[src/rtl/pcs_pkg.sv]
// rtl/pcs_pkg.sv - shared 10G PCS rx constants and block-lock state type
//
// Purpose : sync-header encodings, the block-lock FSM state enum and a
//           header validity helper shared across the rx PCS.
// Ports   : none (package).

package pcs_pkg;

    localparam logic [1:0] SYNC_HEAD_DATA = 2'b01;
    localparam logic [1:0] SYNC_HEAD_CTRL = 2'b10;

    typedef enum logic [1:0] {
        ST_INIT      = 2'd0,
        ST_TEST      = 2'd1,
        ST_SLIP_WAIT = 2'd2
    } lock_state_t;

    // 00 and 11 are never legal 64b/66b sync headers.
    function automatic logic sh_valid(input logic [1:0] sh);
        return (sh == SYNC_HEAD_DATA) || (sh == SYNC_HEAD_CTRL);
    endfunction

endpackage

[src/rtl/pcs_block_lock.sv]
// rtl/pcs_block_lock.sv - 64b/66b block alignment (block lock) state machine
//
// Purpose : hunts for 66-bit block alignment by checking sync headers,
//           requesting single-bit gearbox slips on bad headers, and
//           monitors the locked stream for excessive header errors.
// Ports   : clk           - single clock
//           nreset        - asynchronous active-low reset
//           rx_locked_i   - SerDes CDR lock; low forces loss of lock
//           valid_i       - a new block's sync header is on sh_i
//           sh_i[1:0]     - sync header of the current block
//           slip_o        - one-cycle 1-bit slip request to the rx gearbox
//           block_lock_o  - block alignment achieved

module pcs_block_lock
    import pcs_pkg::*;
#(
    parameter int SH_GOOD_N   = 64,
    parameter int SH_BAD_N    = 16,
    parameter int SLIP_WAIT_N = 2
) (
    input  logic       clk,
    input  logic       nreset,
    input  logic       rx_locked_i,
    input  logic       valid_i,
    input  logic [1:0] sh_i,
    output logic       slip_o,
    output logic       block_lock_o
);

    localparam int WAIT_W = $clog2(SLIP_WAIT_N + 1);

    lock_state_t       state;
    logic [6:0]        sh_cnt;
    logic [4:0]        bad_cnt;
    logic [WAIT_W-1:0] wait_cnt;

    logic              sh_ok;
    logic [6:0]        sh_cnt_inc;
    logic [4:0]        bad_cnt_nxt;
    logic [WAIT_W-1:0] wait_cnt_inc;

    assign sh_ok        = sh_valid(sh_i);
    assign sh_cnt_inc   = sh_cnt + 7'd1;
    assign bad_cnt_nxt  = bad_cnt + {4'd0, ~sh_ok};
    assign wait_cnt_inc = wait_cnt + {{(WAIT_W-1){1'b0}}, 1'b1};

    always_ff @(posedge clk or negedge nreset) begin
        if (!nreset) begin
            state        <= ST_INIT;
            sh_cnt       <= '0;
            bad_cnt      <= '0;
            wait_cnt     <= '0;
            slip_o       <= 1'b0;
            block_lock_o <= 1'b0;
        end else begin
            // slip_o is a strobe: only the deciding branch raises it.
            slip_o <= 1'b0;
            if (!rx_locked_i) begin
                state        <= ST_INIT;
                sh_cnt       <= '0;
                bad_cnt      <= '0;
                wait_cnt     <= '0;
                block_lock_o <= 1'b0;
            end else begin
                case (state)
                    ST_INIT: begin
                        // The CDR-lock cycle itself only arms the hunt.
                        state        <= ST_TEST;
                        sh_cnt       <= '0;
                        bad_cnt      <= '0;
                        wait_cnt     <= '0;
                        block_lock_o <= 1'b0;
                    end
                    ST_TEST: begin
                        if (valid_i) begin
                            if (!block_lock_o) begin
                                if (sh_ok) begin
                                    if (sh_cnt_inc == 7'(SH_GOOD_N)) begin
                                        block_lock_o <= 1'b1;
                                        sh_cnt       <= '0;
                                        bad_cnt      <= '0;
                                    end else begin
                                        sh_cnt <= sh_cnt_inc;
                                    end
                                end else begin
                                    slip_o   <= 1'b1;
                                    sh_cnt   <= '0;
                                    bad_cnt  <= '0;
                                    wait_cnt <= '0;
                                    state    <= ST_SLIP_WAIT;
                                end
                            end else begin
                                // Error threshold is tested first so it wins
                                // over a window closing on the same block.
                                if (bad_cnt_nxt == 5'(SH_BAD_N)) begin
                                    block_lock_o <= 1'b0;
                                    slip_o       <= 1'b1;
                                    sh_cnt       <= '0;
                                    bad_cnt      <= '0;
                                    wait_cnt     <= '0;
                                    state        <= ST_SLIP_WAIT;
                                end else if (sh_cnt_inc == 7'(SH_GOOD_N)) begin
                                    sh_cnt  <= '0;
                                    bad_cnt <= '0;
                                end else begin
                                    sh_cnt  <= sh_cnt_inc;
                                    bad_cnt <= bad_cnt_nxt;
                                end
                            end
                        end
                    end
                    ST_SLIP_WAIT: begin
                        // Headers here straddle the old and new alignment.
                        if (valid_i) begin
                            if (wait_cnt_inc == WAIT_W'(SLIP_WAIT_N)) begin
                                wait_cnt <= '0;
                                sh_cnt   <= '0;
                                bad_cnt  <= '0;
                                state    <= ST_TEST;
                            end else begin
                                wait_cnt <= wait_cnt_inc;
                            end
                        end
                    end
                    default: begin
                        state        <= ST_INIT;
                        block_lock_o <= 1'b0;
                    end
                endcase
            end
        end
    end

endmodule
[config.mk]
export PLATFORM = sky130hd
export DESIGN_NAME = pcs_block_lock
export DESIGN_NICKNAME = d
export VERILOG_FILES = /design/src/rtl/pcs_pkg.sv /design/src/rtl/pcs_block_lock.sv
export SDC_FILE = /design/constraint.sdc
export NUM_CORES = 1
export LEC_CHECK = 0
export CAP_MARGIN = 20
export CORE_ASPECT_RATIO = 1.5
export CORE_MARGIN = 5
export CORE_UTILIZATION = 30
export DETAILED_ROUTE_END_ITERATION = 8
export PLACE_DENSITY = 0.47
export REMOVE_ABC_BUFFERS = 1
export SYNTH_ARGS = -nofsm -noshare
export SYNTH_HDL_FRONTEND = slang
export SYNTH_SLANG_ARGS = --single-unit
[constraint.sdc]
create_clock -name clk -period 2.6 [get_ports clk]
set_input_delay 0.26 -clock clk [delete_from_list [all_inputs] [get_ports clk]]
set_output_delay 0.26 -clock clk [all_outputs]
set_load 0.005 [all_outputs]
==> flow_summary.json, run 1 <==
{
  "status": "completed",
  "cts_hold_buf": 0,
  "power_density_mw_per_mm2": 596.5,
  "yosys_most_used_dff": "dfrtp_1",
  "first_iter_violations": 77,
  "rsz0062_at_grt": "false",
  "rows": 28,
  "dieHeight_um": 88.74,
  "start_util": 0.3132,
  "vias": 1124,
  "path_cells": "clkdlybuf4s50_1 -> xnor2_1 -> ha_1 -> ha_1 -> or4b_4 -> o31ai_4 -> a211o_4 -> nand2_2 -> mux2_4",
  "gp_congestion": 0.9281,
  "finalCriticalPeriod_ns": 2.414,
  "layout_setup_ws_ns": 0.1860,
  "root_buffer": "clkbuf_8",
  "leakagePower_uw": 0.0006826,
  "antenna_found_initial": 0,
  "fin_crit_sh": 0.9285,
  "drive_above_1_share": 0.1615,
  "numCtsBuffers": 3,
  "drt_first_pass_iters": 4,
  "pre_cts_ws_ns": -0.06769,
  "synth_seq_cells": 18,
  "grtUsageTotal": 0.1240,
  "cpMaxStageDelayCell": "or4b_4",
  "numPortBuffers": 7,
  "finalSetupViolations": 0,
  "async_flop_share": 1.000,
  "clockBufferDepth": 2,
  "cp.arrival_ns": 2.56,
  "viasPerCell": 5.456,
  "syn2layout_area_growth_pct": 21.90,
  "ys_warn_count": 0,
  "diodes": 0,
  "dieWidth_um": 62.49,
  "hold_viol_final": 0,
  "cp.required_ns": 2.74,
  "syn_inst": 138,
  "core_mm2": 0.003959,
  "worstSetupStartpointType": "primary input",
  "drtAntennaViolNets": 0,
  "dieArea_mm2": 0.005545,
  "drv_cap": 0,
  "hpwl_mm": 2.487,
  "fin_util": 0.3818,
  "tightest_slew_ns": 0.8222,
  "routedWlPerCell_um": 15.38,
  "cts_tree": "built",
  "nNetsFinal": 175,
  "fill_cells": 410,
  "cts_sinks": 18,
  "clkLatencyLatePin_ns": 0.26,
  "synth_edf_count": 0,
  "crit_type": "in2reg",
  "drv_slew": 0,
  "finalClockSkew_ns": 0.001727,
  "cts-resized-gates": 0,
  "syn_area_per_cell_um2": 8.985,
  "pin_count": 8,
  "drcViolationCount": 0,
  "grt_max_degree": 19,
  "path_max_fanout": 4,
  "path_common_cell": "ha_1",
  "slew_headroom": 0.4502,
  "timing.fmax_ghz": 0.4143,
  "crit_path_end_kind": "flop",
  "yosys.cell_types.count": 45,
  "critPathMaxStageDelay_ns": 0.56,
  "grt_pass1_vias": 1157,
  "holdCritPathClass": "in2async",
  "cts.clk_slew.worst_paths_ns": 0.07,
  "vdd_drop_max_uv": 338.7,
  "syn-cell-area_mm2": 0.001240,
  "wirelength_mm": 3.169,
  "cts_setup_buffers": 0,
  "seq_area_frac_synth": 0.3633,
  "cts-htree-levels": 1,
  "grt_pass1_wl_mm": 5.464,
  "grt-ovfl-total": 0
}
routing by layer:
| layer | wire, µm | global-route usage | up-vias |
|---|---|---|---|
| li1 | - | - | 563 |
| met1 | 1314 | 0.1302 | 543 |
| met2 | 1732 | 0.2396 | 12 |
| met3 | 56 | 0.01779 | 6 |
| met4 | 67 | 0.05985 | 0 |
| met5 | 0 | 0 | - |
metrics by stage:
stage / cell area (µm²) / power, µW / TNS (ns) / cells / hold slack, ns
after floorplan: 1240 / 547.7 / 0 / 138 / -0.03559
after global routing: 1511 / 974.7 / 0 / 206 / 0.5275
after detailed placement: 1456 / 676.1 / -0.3057 / 202 / 0.4808
after CTS: 1511 / 914.3 / 0 / 206 / 0.4972
final: 1511 / 901.5 / 0 / 206 / 0.4764
after global placement: 1456 / 672.9 / -0.03490 / 202 / 0.4833
report_power, final:
group | internal [µW] | switching, µW
registers | 301 | 21.3
logic | 151 | 197
clock network | 135 | 97.5
state kept, by name (all words and copies together), names as in the netlist:
register and flops:
bad_cnt 5, block_lock_o 1, sh_cnt 7, slip_o 1, state 2, wait_cnt 2
worst max-delay path, delay by kind of cell:
family          cells  cell delay, ns
compound gates      2            0.38
xor+xnor            1            0.16
fa+ha+maj           2            0.42
buf+inv             1            0.41
mux                 1            0.29
simple gates        2            0.63
final cells by class:
type                    count  area [µm²]  share of cell area
multi-input cells         112       759.5              0.5025
flip-flops and latches     18       450.4              0.2980
repair buffers             19       160.2              0.1060
well taps                  45       56.30             0.03725
clock buffers               4       55.05             0.03642
inverters                   8       30.03             0.01987
worst paths after layout:
check                            start          end  slack [ns]  cells after the start
max in group asynchronous       nreset  wait_cnt[0]        1.62                      1
min in group clk           wait_cnt[1]  wait_cnt[1]        0.50                      1
setup reg to reg            bad_cnt[0]  wait_cnt[0]        0.37                      7
setup / recovery               sh_i[0]  wait_cnt[0]        0.19                      9
hold / removal                  nreset    sh_cnt[0]        0.48                      1
hold reg to reg            wait_cnt[1]  wait_cnt[1]        0.50                      1
cell families (layout without fill, tap and decap cells):
group                      after synthesis  in the layout  synth area share
DFF                                     18             18            0.3633
xor gates and xnor gates                 1              1          0.007065
and+or+nand+nor                         59             59            0.2422
muxes                                    3              3           0.02825
buffers and inverters                    8             31           0.02422
AOI/OAI and AO/OA                       42             42            0.2644
adders and majority gates                7              7           0.07063
cell usage after synthesis, types with 3 or more instances:
cell	n	area share
inv_1	8	0.024
a22o_1	3	0.021
nor2_1	11	0.033
a21o_1	4	0.024
a21oi_1	8	0.032
dfrtp_1	18	0.36
ha_1	7	0.071
nor3_1	7	0.028
nand3_1	11	0.044
nand2_1	15	0.045
o21ai_0	6	0.024
placed cells by master, fill, tap and decap left out, types with 2 or more instances in the layout:
cell	count
a211oi_1	2
nand2b_1	2
nor2_1	11
a22o_1	3
inv_1	8
nand2_1	15
clkbuf_8	4
a21o_1	4
dfrtp_1	18
ha_1	7
nand3_1	11
clkdlybuf4s50_1	7
nand3b_1	2
o21a_1	2
buf_4	12
mux2i_1	2
nor3_1	7
o21ai_0	6
a21oi_1	8
and2_1	2
No activity file was read; power rests on OpenSTA's default activity.
==> run 2, diff against run 1 <==
--- a/config.mk
+++ b/config.mk
@@ -9,6 +9,7 @@
 export CORE_ASPECT_RATIO = 1.5
 export CORE_MARGIN = 5
 export CORE_UTILIZATION = 30
+export CTS_BUF_LIST = sky130_fd_sc_hd__clkbuf_4
 export DETAILED_ROUTE_END_ITERATION = 8
 export PLACE_DENSITY = 0.47
 export REMOVE_ABC_BUFFERS = 1
==> flow_summary.json, run 2 (same netlist as run 1, synthesis figures left out) <==
{
  "drtAntennaViolNets": 0,
  "path_cells": "clkdlybuf4s50_1 -> xnor2_1 -> ha_1 -> ha_1 -> or4b_4 -> o31ai_4 -> a211o_4 -> nand2_2 -> mux2_4",
  "hold_viol_final": 0,
  "crit_type": "in2reg",
  "reg.largest.list": "sh_cnt: 7 flops, bad_cnt: 5 flops",
  "finalCriticalPeriod_ns": 2.349,
  "cts.clk_slew.worst_paths_ns": 0.11,
  "first_iter_violations": 89,
  "cts_tree": "built",
  "crit_path_end_kind": "flop",
  "cts_setup_buffers": 0,
  "tightest_slew_ns": 0.8275,
  "worstSetupStartpointType": "primary input",
  "rsz0062_at_grt": "false",
  "antenna_found_initial": 0,
  "drv_slew": 0,
  "timing.fmax_ghz": 0.4258,
  "path_max_fanout": 4,
  "critPathMaxStageDelay_ns": 0.56,
  "routedWlPerCell_um": 15.18,
  "drt_first_pass_iters": 5,
  "fill_cells": 414,
  "slew_headroom": 0.4466,
  "root_buffer": "clkbuf_4",
  "layout_common_cells": "dfrtp_1, nand2_1, buf_4, nor2_1, nand3_1",
  "syn2layout_area_growth_pct": 19.58,
  "drcViolationCount": 0,
  "cpMaxStageDelayCell": "or4b_4",
  "viasPerCell": 5.490,
  "final_common_cell": "dfrtp_1",
  "dieWidth_um": 62.49,
  "cp.required_ns": 2.79,
  "numPlacedInstances": 202,
  "core_mm2": 0.003959,
  "clkLatencyLatePin_ns": 0.30,
  "power_density_mw_per_mm2": 551.2,
  "cts_sinks": 18,
  "clockBufferDepth": 2,
  "vdd_drop_max_uv": 334.9,
  "drv_cap": 0,
  "start_util": 0.3132,
  "nNetsFinal": 175,
  "grt_pass1_wl_mm": 5.388,
  "top_register": "sh_cnt",
  "rows": 28,
  "grt_pass1_vias": 1149,
  "pin_count": 8,
  "hpwl_mm": 2.487,
  "leakagePower_uw": 0.0006692,
  "dieArea_mm2": 0.005545,
  "grt_max_degree": 19,
  "diodes": 0,
  "r2r_slack_ns": 0.37,
  "cts-htree-levels": 1,
  "cp.arrival_ns": 2.54,
  "vias": 1131,
  "cts-resized-gates": 0,
  "final_cells": 206,
  "numCtsBuffers": 3,
  "status": "completed",
  "finalClockSkew_ns": 0.002285,
  "drive_above_1_share": 0.1553,
  "grt-ovfl-total": 0,
  "path_common_cell": "ha_1",
  "grtUsageTotal": 0.1208,
  "holdCritPathClass": "in2async",
  "gp_congestion": 0.9281,
  "largest_reg_flops": 7,
  "finalSetupViolations": 0,
  "wirelength_mm": 3.128,
  "fin_crit_sh": 0.9034,
  "fin_util": 0.3745,
  "numPortBuffers": 7,
  "dieHeight_um": 88.74,
  "cts_hold_buf": 0
}
[run 2: path summary, 6_finish.rpt]
path                              from     endpoint  cells past startpoint
setup / recovery               sh_i[0]  wait_cnt[0]                      9
hold / removal                  nreset    sh_cnt[0]                      1
setup reg to reg            bad_cnt[0]  wait_cnt[0]                      7
hold reg to reg            wait_cnt[1]  wait_cnt[1]                      1
max in group asynchronous       nreset  wait_cnt[0]                      1
min in group clk           wait_cnt[1]  wait_cnt[1]                      1
[run 2: critical path, delay by kind of cell]
family	cells	cell delay [ns]
buffers and inverters	1	0.41
adders and majority gates	2	0.42
xor gates and xnor gates	1	0.16
and+or+nand+nor	2	0.63
AOI/OAI and AO/OA	2	0.38
muxes	1	0.29
[run 2: stage by stage]
step	power (µW)	instance area (µm²)	hold slack [ns]	setup WS [ns]	TNS, ns
6_report	817.2	1483	0.4260	0.2513	0
2_1_floorplan	547.7	1240	-0.03559	0.3123	0
5_1_grt	891.1	1483	0.5082	0.1228	0
3_3_place_gp	672.9	1456	0.4833	-0.02287	-0.03490
3_5_place_dp	676.1	1456	0.4808	-0.06769	-0.3057
4_1_cts	827.9	1483	0.4517	0.2535	0
[run 2: cell type report]
type	count	area, µm²	share of cell area
clock buffer	3	22.52	0.01519
clock inverter	1	3.754	0.002532
inverter	8	30.03	0.02025
multi-input combinational	112	759.5	0.5122
sequential	18	450.4	0.3038
tap	45	56.30	0.03797
timing repair buffer	19	160.2	0.1080
[run 2: layer usage]
metal	track usage	vias up	routed length, µm
met4	0.04826	0	57
met3	0.01398	7	60
met2	0.2377	18	1708
met1	0.1295	543	1301
li1	-	563	-
met5	0	-	0
[run 2: power by group]
part	internal (µW)	switching, µW	leakage [µW]
combinational	150	196	0.000405
clock	55.9	93.2	0.0000154
sequential	300	21.5	0.000249
==> run 3, diff against run 2 <==
--- a/config.mk
+++ b/config.mk
@@ -16,3 +16,4 @@
 export SYNTH_ARGS = -nofsm -noshare
 export SYNTH_HDL_FRONTEND = slang
 export SYNTH_SLANG_ARGS = --single-unit
+export TNS_END_PERCENT = 100
==> results of run 3 <==
Same layout as run 2: the final DEF is identical, and so are final timing and power.
